$ cat src/rtl/eth_fcs_tx.sv
// -----------------------------------------------------------------------------
// eth_fcs_tx
//
// Purpose:
//   Ethernet TX Frame Check Sequence generator. Frame bytes arriving on a
//   valid/ready stream are forwarded unchanged through a single registered
//   output slot. A reflected CRC-32 is accumulated over every forwarded byte.
//   The four FCS bytes are appended, least significant byte first, after the
//   last frame byte. Frames run back to back at one byte per cycle.
//
// Optional feature (compile-time macro):
//   FCS_PAD_EN - When defined, a frame shorter than MIN_LEN bytes is extended
//                with 0x00 bytes up to exactly MIN_LEN before the FCS. The pad
//                bytes are included in the CRC. When undefined, the PAD state
//                and the length compare are not built, and MIN_LEN has no
//                effect.
//
// Parameters:
//   INIT     CRC register value at reset and at the start of every frame
//   MIN_LEN  minimum byte count before the FCS (padding build only)
//
// Ports:
//   clk        in   system clock; all logic runs on the rising edge
//   rst        in   synchronous active-high reset
//   s_data     in   [7:0] input frame byte
//   s_valid    in   s_data valid
//   s_last     in   s_data is the final byte of the frame
//   s_ready    out  block accepts s_data this cycle (low during rst)
//   m_data     out  [7:0] output byte (data, pad or FCS)
//   m_valid    out  m_data valid
//   m_last     out  m_data is the final FCS byte
//   m_ready    in   downstream accepts m_data
//   busy       out  high from the first accepted byte until the final FCS
//                   byte is loaded
//   frame_cnt  out  [15:0] count of frames whose final FCS byte was accepted
//                   downstream; wraps at 2^16
// -----------------------------------------------------------------------------
module eth_fcs_tx #(
  parameter logic [31:0] INIT    = 32'hFFFF_FFFF,
  parameter int unsigned MIN_LEN = 60
) (
  input  logic        clk,
  input  logic        rst,
  input  logic [7:0]  s_data,
  input  logic        s_valid,
  input  logic        s_last,
  output logic        s_ready,
  output logic [7:0]  m_data,
  output logic        m_valid,
  output logic        m_last,
  input  logic        m_ready,
  output logic        busy,
  output logic [15:0] frame_cnt
);

  localparam logic [31:0] CRC_POLY_REFL = 32'hEDB8_8320;

  typedef enum logic [2:0] {
    ST_IDLE = 3'd0,
    ST_DATA = 3'd1,
`ifdef FCS_PAD_EN
    ST_PAD  = 3'd2,
`endif
    ST_FCS0 = 3'd3,
    ST_FCS1 = 3'd4,
    ST_FCS2 = 3'd5,
    ST_FCS3 = 3'd6
  } state_t;

  state_t      state_q;
  logic [31:0] crc_q;
  logic [31:0] fcs_q;
  logic [15:0] count_q;
  logic [7:0]  m_data_q;
  logic        m_valid_q;
  logic        m_last_q;
  logic        busy_q;
  logic [15:0] frame_cnt_q;

  // The output slot can take a new byte when it is empty or being drained.
  logic load_ok;
  assign load_ok = !m_valid_q || m_ready;

  logic accept_state;
  assign accept_state = (state_q == ST_IDLE) || (state_q == ST_DATA);

  assign s_ready = !rst && accept_state && load_ok;

  logic s_fire;
  assign s_fire = s_valid && s_ready;

  // Byte entering the CRC this cycle: the input byte, or zero while padding.
  logic [7:0] crc_in;
  always_comb begin
    crc_in = s_data;
`ifdef FCS_PAD_EN
    if (state_q == ST_PAD) begin
      crc_in = 8'h00;
    end
`endif
  end

  // Byte-wide reflected CRC-32: XOR the byte in, then shift eight times.
  // Each stage handles one bit, LSB first.
  logic [31:0] crc_stage [0:8];
  assign crc_stage[0] = crc_q ^ {24'h000000, crc_in};

  for (genvar gi = 0; gi < 8; gi++) begin : g_crc_bit
    assign crc_stage[gi+1] = crc_stage[gi][0]
                           ? ((crc_stage[gi] >> 1) ^ CRC_POLY_REFL)
                           : (crc_stage[gi] >> 1);
  end

  logic [31:0] crc_d;
  assign crc_d = crc_stage[8];

  // Byte count after the byte loaded this cycle. The count saturates rather
  // than wrapping, so an oversize frame can never look short.
  logic [15:0] count_inc;
  logic [15:0] count_d;
  assign count_inc = (count_q == 16'hFFFF) ? count_q : (count_q + 16'd1);
  assign count_d   = (state_q == ST_IDLE) ? 16'd1 : count_inc;

`ifdef FCS_PAD_EN
  localparam logic [15:0] MIN_LEN_W = 16'(MIN_LEN);
`else
  // Without padding, nothing reads MIN_LEN.
  logic unused_min_len;
  assign unused_min_len = ^32'(MIN_LEN);
`endif

  always_ff @(posedge clk) begin
    if (rst) begin
      state_q     <= ST_IDLE;
      crc_q       <= INIT;
      fcs_q       <= 32'h0000_0000;
      count_q     <= 16'd0;
      m_data_q    <= 8'h00;
      m_valid_q   <= 1'b0;
      m_last_q    <= 1'b0;
      busy_q      <= 1'b0;
      frame_cnt_q <= 16'd0;
    end else begin
      // Drain the slot on a downstream handshake. A load below overrides
      // this in the same cycle.
      if (m_valid_q && m_ready) begin
        m_valid_q <= 1'b0;
        m_last_q  <= 1'b0;
        if (m_last_q) begin
          frame_cnt_q <= frame_cnt_q + 16'd1;
        end
      end

      case (state_q)
        ST_IDLE, ST_DATA: begin
          if (s_fire) begin
            m_data_q  <= s_data;
            m_valid_q <= 1'b1;
            m_last_q  <= 1'b0;
            crc_q     <= crc_d;
            count_q   <= count_d;
            busy_q    <= 1'b1;
            if (s_last) begin
`ifdef FCS_PAD_EN
              if (count_d < MIN_LEN_W) begin
                state_q <= ST_PAD;
              end else begin
                state_q <= ST_FCS0;
                fcs_q   <= ~crc_d;
              end
`else
              state_q <= ST_FCS0;
              fcs_q   <= ~crc_d;
`endif
            end else begin
              state_q <= ST_DATA;
            end
          end
        end

`ifdef FCS_PAD_EN
        ST_PAD: begin
          if (load_ok) begin
            m_data_q  <= 8'h00;
            m_valid_q <= 1'b1;
            m_last_q  <= 1'b0;
            crc_q     <= crc_d;
            count_q   <= count_d;
            if (count_d == MIN_LEN_W) begin
              state_q <= ST_FCS0;
              fcs_q   <= ~crc_d;
            end
          end
        end
`endif

        // The FCS is frozen in fcs_q, so crc_q is free to reinitialise on
        // the last FCS byte and the next frame can start immediately.
        ST_FCS0: begin
          if (load_ok) begin
            m_data_q  <= fcs_q[7:0];
            m_valid_q <= 1'b1;
            m_last_q  <= 1'b0;
            state_q   <= ST_FCS1;
          end
        end

        ST_FCS1: begin
          if (load_ok) begin
            m_data_q  <= fcs_q[15:8];
            m_valid_q <= 1'b1;
            m_last_q  <= 1'b0;
            state_q   <= ST_FCS2;
          end
        end

        ST_FCS2: begin
          if (load_ok) begin
            m_data_q  <= fcs_q[23:16];
            m_valid_q <= 1'b1;
            m_last_q  <= 1'b0;
            state_q   <= ST_FCS3;
          end
        end

        ST_FCS3: begin
          if (load_ok) begin
            m_data_q  <= fcs_q[31:24];
            m_valid_q <= 1'b1;
            m_last_q  <= 1'b1;
            crc_q     <= INIT;
            count_q   <= 16'd0;
            busy_q    <= 1'b0;
            state_q   <= ST_IDLE;
          end
        end

        default: begin
          state_q <= ST_IDLE;
        end
      endcase
    end
  end

  assign m_data    = m_data_q;
  assign m_valid   = m_valid_q;
  assign m_last    = m_last_q;
  assign busy      = busy_q;
  assign frame_cnt = frame_cnt_q;

endmodule

$ cat config.mk
export PLATFORM = sky130hd
export DESIGN_NAME = eth_fcs_tx
export DESIGN_NICKNAME = d
export VERILOG_FILES = /design/src/rtl/eth_fcs_tx.sv
export SDC_FILE = /design/constraint.sdc
export NUM_CORES = 1
export LEC_CHECK = 0
export CORE_MARGIN = 2
export CORE_UTILIZATION = 62
export CTS_CLUSTER_SIZE = 20
export DETAILED_ROUTE_END_ITERATION = 10
export PLACE_DENSITY = 0.85
export SYNTH_ARGS = -nofsm -noshare
export SYNTH_HDL_FRONTEND = slang
export SYNTH_SLANG_ARGS = --single-unit
$ cat constraint.sdc
create_clock -name clk -period 5.3 [get_ports clk]
set_input_delay 1.59 -clock clk [delete_from_list [all_inputs] [get_ports clk]]
set_output_delay 1.59 -clock clk [all_outputs]
set_load 0.005 [all_outputs]
==> impl_metrics.yaml <==
drt:
  dr.pass1.iters: 4
  detail_route.iter0.violations: 298
  drc: 0
  viasPerCell: 5.78
  num_vias: 3509
  drt-total-wl_um: 10300
  wire_per_inst_um: 16.9
  ant_nets: 0
finish:
  multi_input_comb_area_mm2: 0.00262
  final-seq-area_mm2: 0.00188
  nNetsFinal: 517
  diodes: 0
  drive_gt1_share_pct: 9.06
  post-route-util_pct: 72.6
  fill_cells: 547
  layout-area-overhead-vs-synth_pct: 13.5
timing:
  slew_viol_final: 0
  rsz0062_at_grt: "no"
  worst_pin_slew_ns: 0.973
  skew_ns: 0.0123
  period_share_pct: 90.0
  min_period_ns: 4.77
  finalSetupTns_ns: 0
  slew_headroom_pct: 35.0
  hold_viol: 0
  setup_viol: 0
  max_freq_mhz: 210
global_routing:
  grt_usage_pct: 26.2
  first_global_vias: 3435
  grt_pass1_wl_um: 17000
  antenna_found_initial: 0
  grt_use_met3_pct: 4.09
  use_met2_pct: 41.3
  grt_max_degree: 79
  busiest_layer: "met2"
  gr-usage-met1_pct: 36.6
  overflow: 0
setup_path:
  worst_setup_path_end_kind: "primary output"
  required_ns: 3.71
  critical_path_class: "input port to primary output"
  cp_max_fo: 9
  crit_path_start_kind: "input port"
  crit_arrival_ns: 3.18
  reg2reg_depth: 5
min_path:
  hp-class: "register to register"
  hold_depth: 2
cts:
  cts.htree.levels: 3
  cts-root-buf: "clkbuf_8"
  cts-resized-gates: 0
  clkTransAtPathRegs_ns: 0.09
  cts_buffers: 9
  postCtsSetupBuffers: 0
  insertion_delay_ns: 0.37
  clock_path_buffers: 2
  cts_hold_buf: 0
  cts.sinks: 94
  cts_tree: "yes"
die:
  die-width_um: 90.5
  start_util_pct: 64.0
  fp.dieH_um: 90.5
  io_pins: 41
  dieArea_mm2: 0.00819
  coreArea_mm2: 0.00725
  rows: 31
yosys:
  synthMuxAreaShare_pct: 8.01
  avgSynthCellArea_um2: 9.71
  ys_ff_latch: 94
  synthSimpleGateAreaFrac_pct: 15.0
  synth-async-reset-ratio_pct: 0
  synth_compound_area_share_pct: 13.0
  syn_area_mm2: 0.00464
  synthCells: 478
  synth_edf_count: 0
  yosysUniqueCellTypes: 46
  synth-xor-area-share_pct: 20.2
  yosys_warnings: 0
  seq_area_frac_synth_pct: 40.6
  synthAdderAreaFrac_pct: 0.270
  synth_nets: 492
  synth_top_family_by_area: "XOR/XNOR gates"
  synth-main-ff-cell: "dfxtp_1"
pwr:
  power.density_mw_per_mm2: 463
  cellLeakagePower_nw: 1.89
  peakVddDrop_mv: 0.380
status:
  outcome: "finished clean"
job:
  maxCapViolations: 0
placed_design:
  io_buffers: 40
  gp_congestion: 0.811
  dp_hpwl_um: 6760
-- cell families after synthesis --
family | after synthesis
AO/OA/AOI/OAI | 86
XOR/XNOR | 85
adder cells (fa/ha/maj) | 1
buffers and inverters | 34
flip-flops | 94
multiplexers | 27
AND/OR/NAND/NOR | 151
-- registers in the layout, indices dropped and copies added, names as in the netlist --
signal,flops
crc_q,32
busy,1
fcs_q,32
state_q,3
m_data,8
m_valid,1
frame_cnt,16
m_last,1
-- layer usage --
| layer | part of all wire [%] | vias to the layer above |
|---|---|---|
| met5 | 0 | - |
| met4 | 1.2 | 0 |
| met3 | 6.7 | 11 |
| met2 | 48 | 98 |
| met1 | 44 | 1696 |
| li1 | - | 1704 |
-- worst max-delay path: stages --
cell	delay (ns)
clkdlybuf4s50_1	0.51
nand2b_1	0.29
and3_1	0.27
clkdlybuf4s50_1	0.52
-- synthesized netlist by cell type (all sizes together) (3+ instances only) --
cell	number	area, um^2
xnor3	4	91.3
xnor2	63	638
nor3	17	85.1
clkbuf	17	63.8
nor2	67	251
o22a	17	150
o21ai	18	90.1
a211oi	21	163
o21bai	8	60.1
nand3	5	25.0
mux2i	18	180
nor2b	3	18.8
nand3b	5	37.5
or3	9	56.3
a21o	5	37.5
dfxtp	94	1880
nand2	29	109
inv	4	15.0
nand4	4	25.0
xor2	17	183
mux4	8	180
and3	4	25.0
buf	13	60.1
a21oi	14	73.8
-- layout make-up --
type | count | area share (%)
multi-input combinational | 350 | 49.8
sequential | 94 | 35.7
timing repair buffer | 44 | 8.08
clock buffer | 11 | 2.68
tap | 99 | 2.35
clock inverter | 5 | 1.12
inverter | 4 | 0.285
-- metrics by stage --
stage	power [mW]	setup WS [ns]	instance area [um^2]	hold slack [ns]	instances
floorplan	1.77	1.66	4640	0.433	478
global placement	1.93	0.583	5070	0.444	591
detailed placement	1.96	0.547	5070	0.445	591
CTS	2.44	0.526	5270	0.458	607
global route	2.58	0.427	5270	0.488	607
finish	2.44	0.528	5270	0.460	607
-- path summary, 6_finish.rpt --
check,start,end,slack (ns)
max,m_ready,s_ready,0.53
max reg2reg,state_q[2]$_SDFFE_PP0P_,crc_q[19]$_SDFFE_PP1P_,2.53
min,fcs_q[28]$_SDFFE_PP0P_,fcs_q[28]$_SDFFE_PP0P_,0.46
min reg2reg,fcs_q[28]$_SDFFE_PP0P_,fcs_q[28]$_SDFFE_PP0P_,0.46
-- placed cells by master, fill, tap and decap left out, types with 2 or more instances in the layout --
master,count
clkbuf_8,10
and2_1,2
buf_4,4
nand4_1,4
or3_1,9
o22a_1,16
xnor3_1,3
and3_1,4
clkinvlp_4,2
xnor2_2,4
nor2_1,67
nor2b_1,3
a21oi_1,13
mux4_2,8
xor2_2,2
mux2i_1,18
xor2_1,14
o21ai_0,18
inv_1,4
o21bai_1,8
a211oi_1,20
nand3_1,5
clkdlybuf4s50_1,39
nand2_1,29
a21o_1,5
dfxtp_1,94
nor3_1,17
nand3b_1,5
xnor2_4,3
xnor2_1,56
-- report_power, final --
group / internal [mW] / switching, mW
combinational: 0.524 / 0.525
sequential: 0.819 / 0.0876
clock: 0.231 / 0.251
Note: power is estimated with default switching activity, not from simulation.
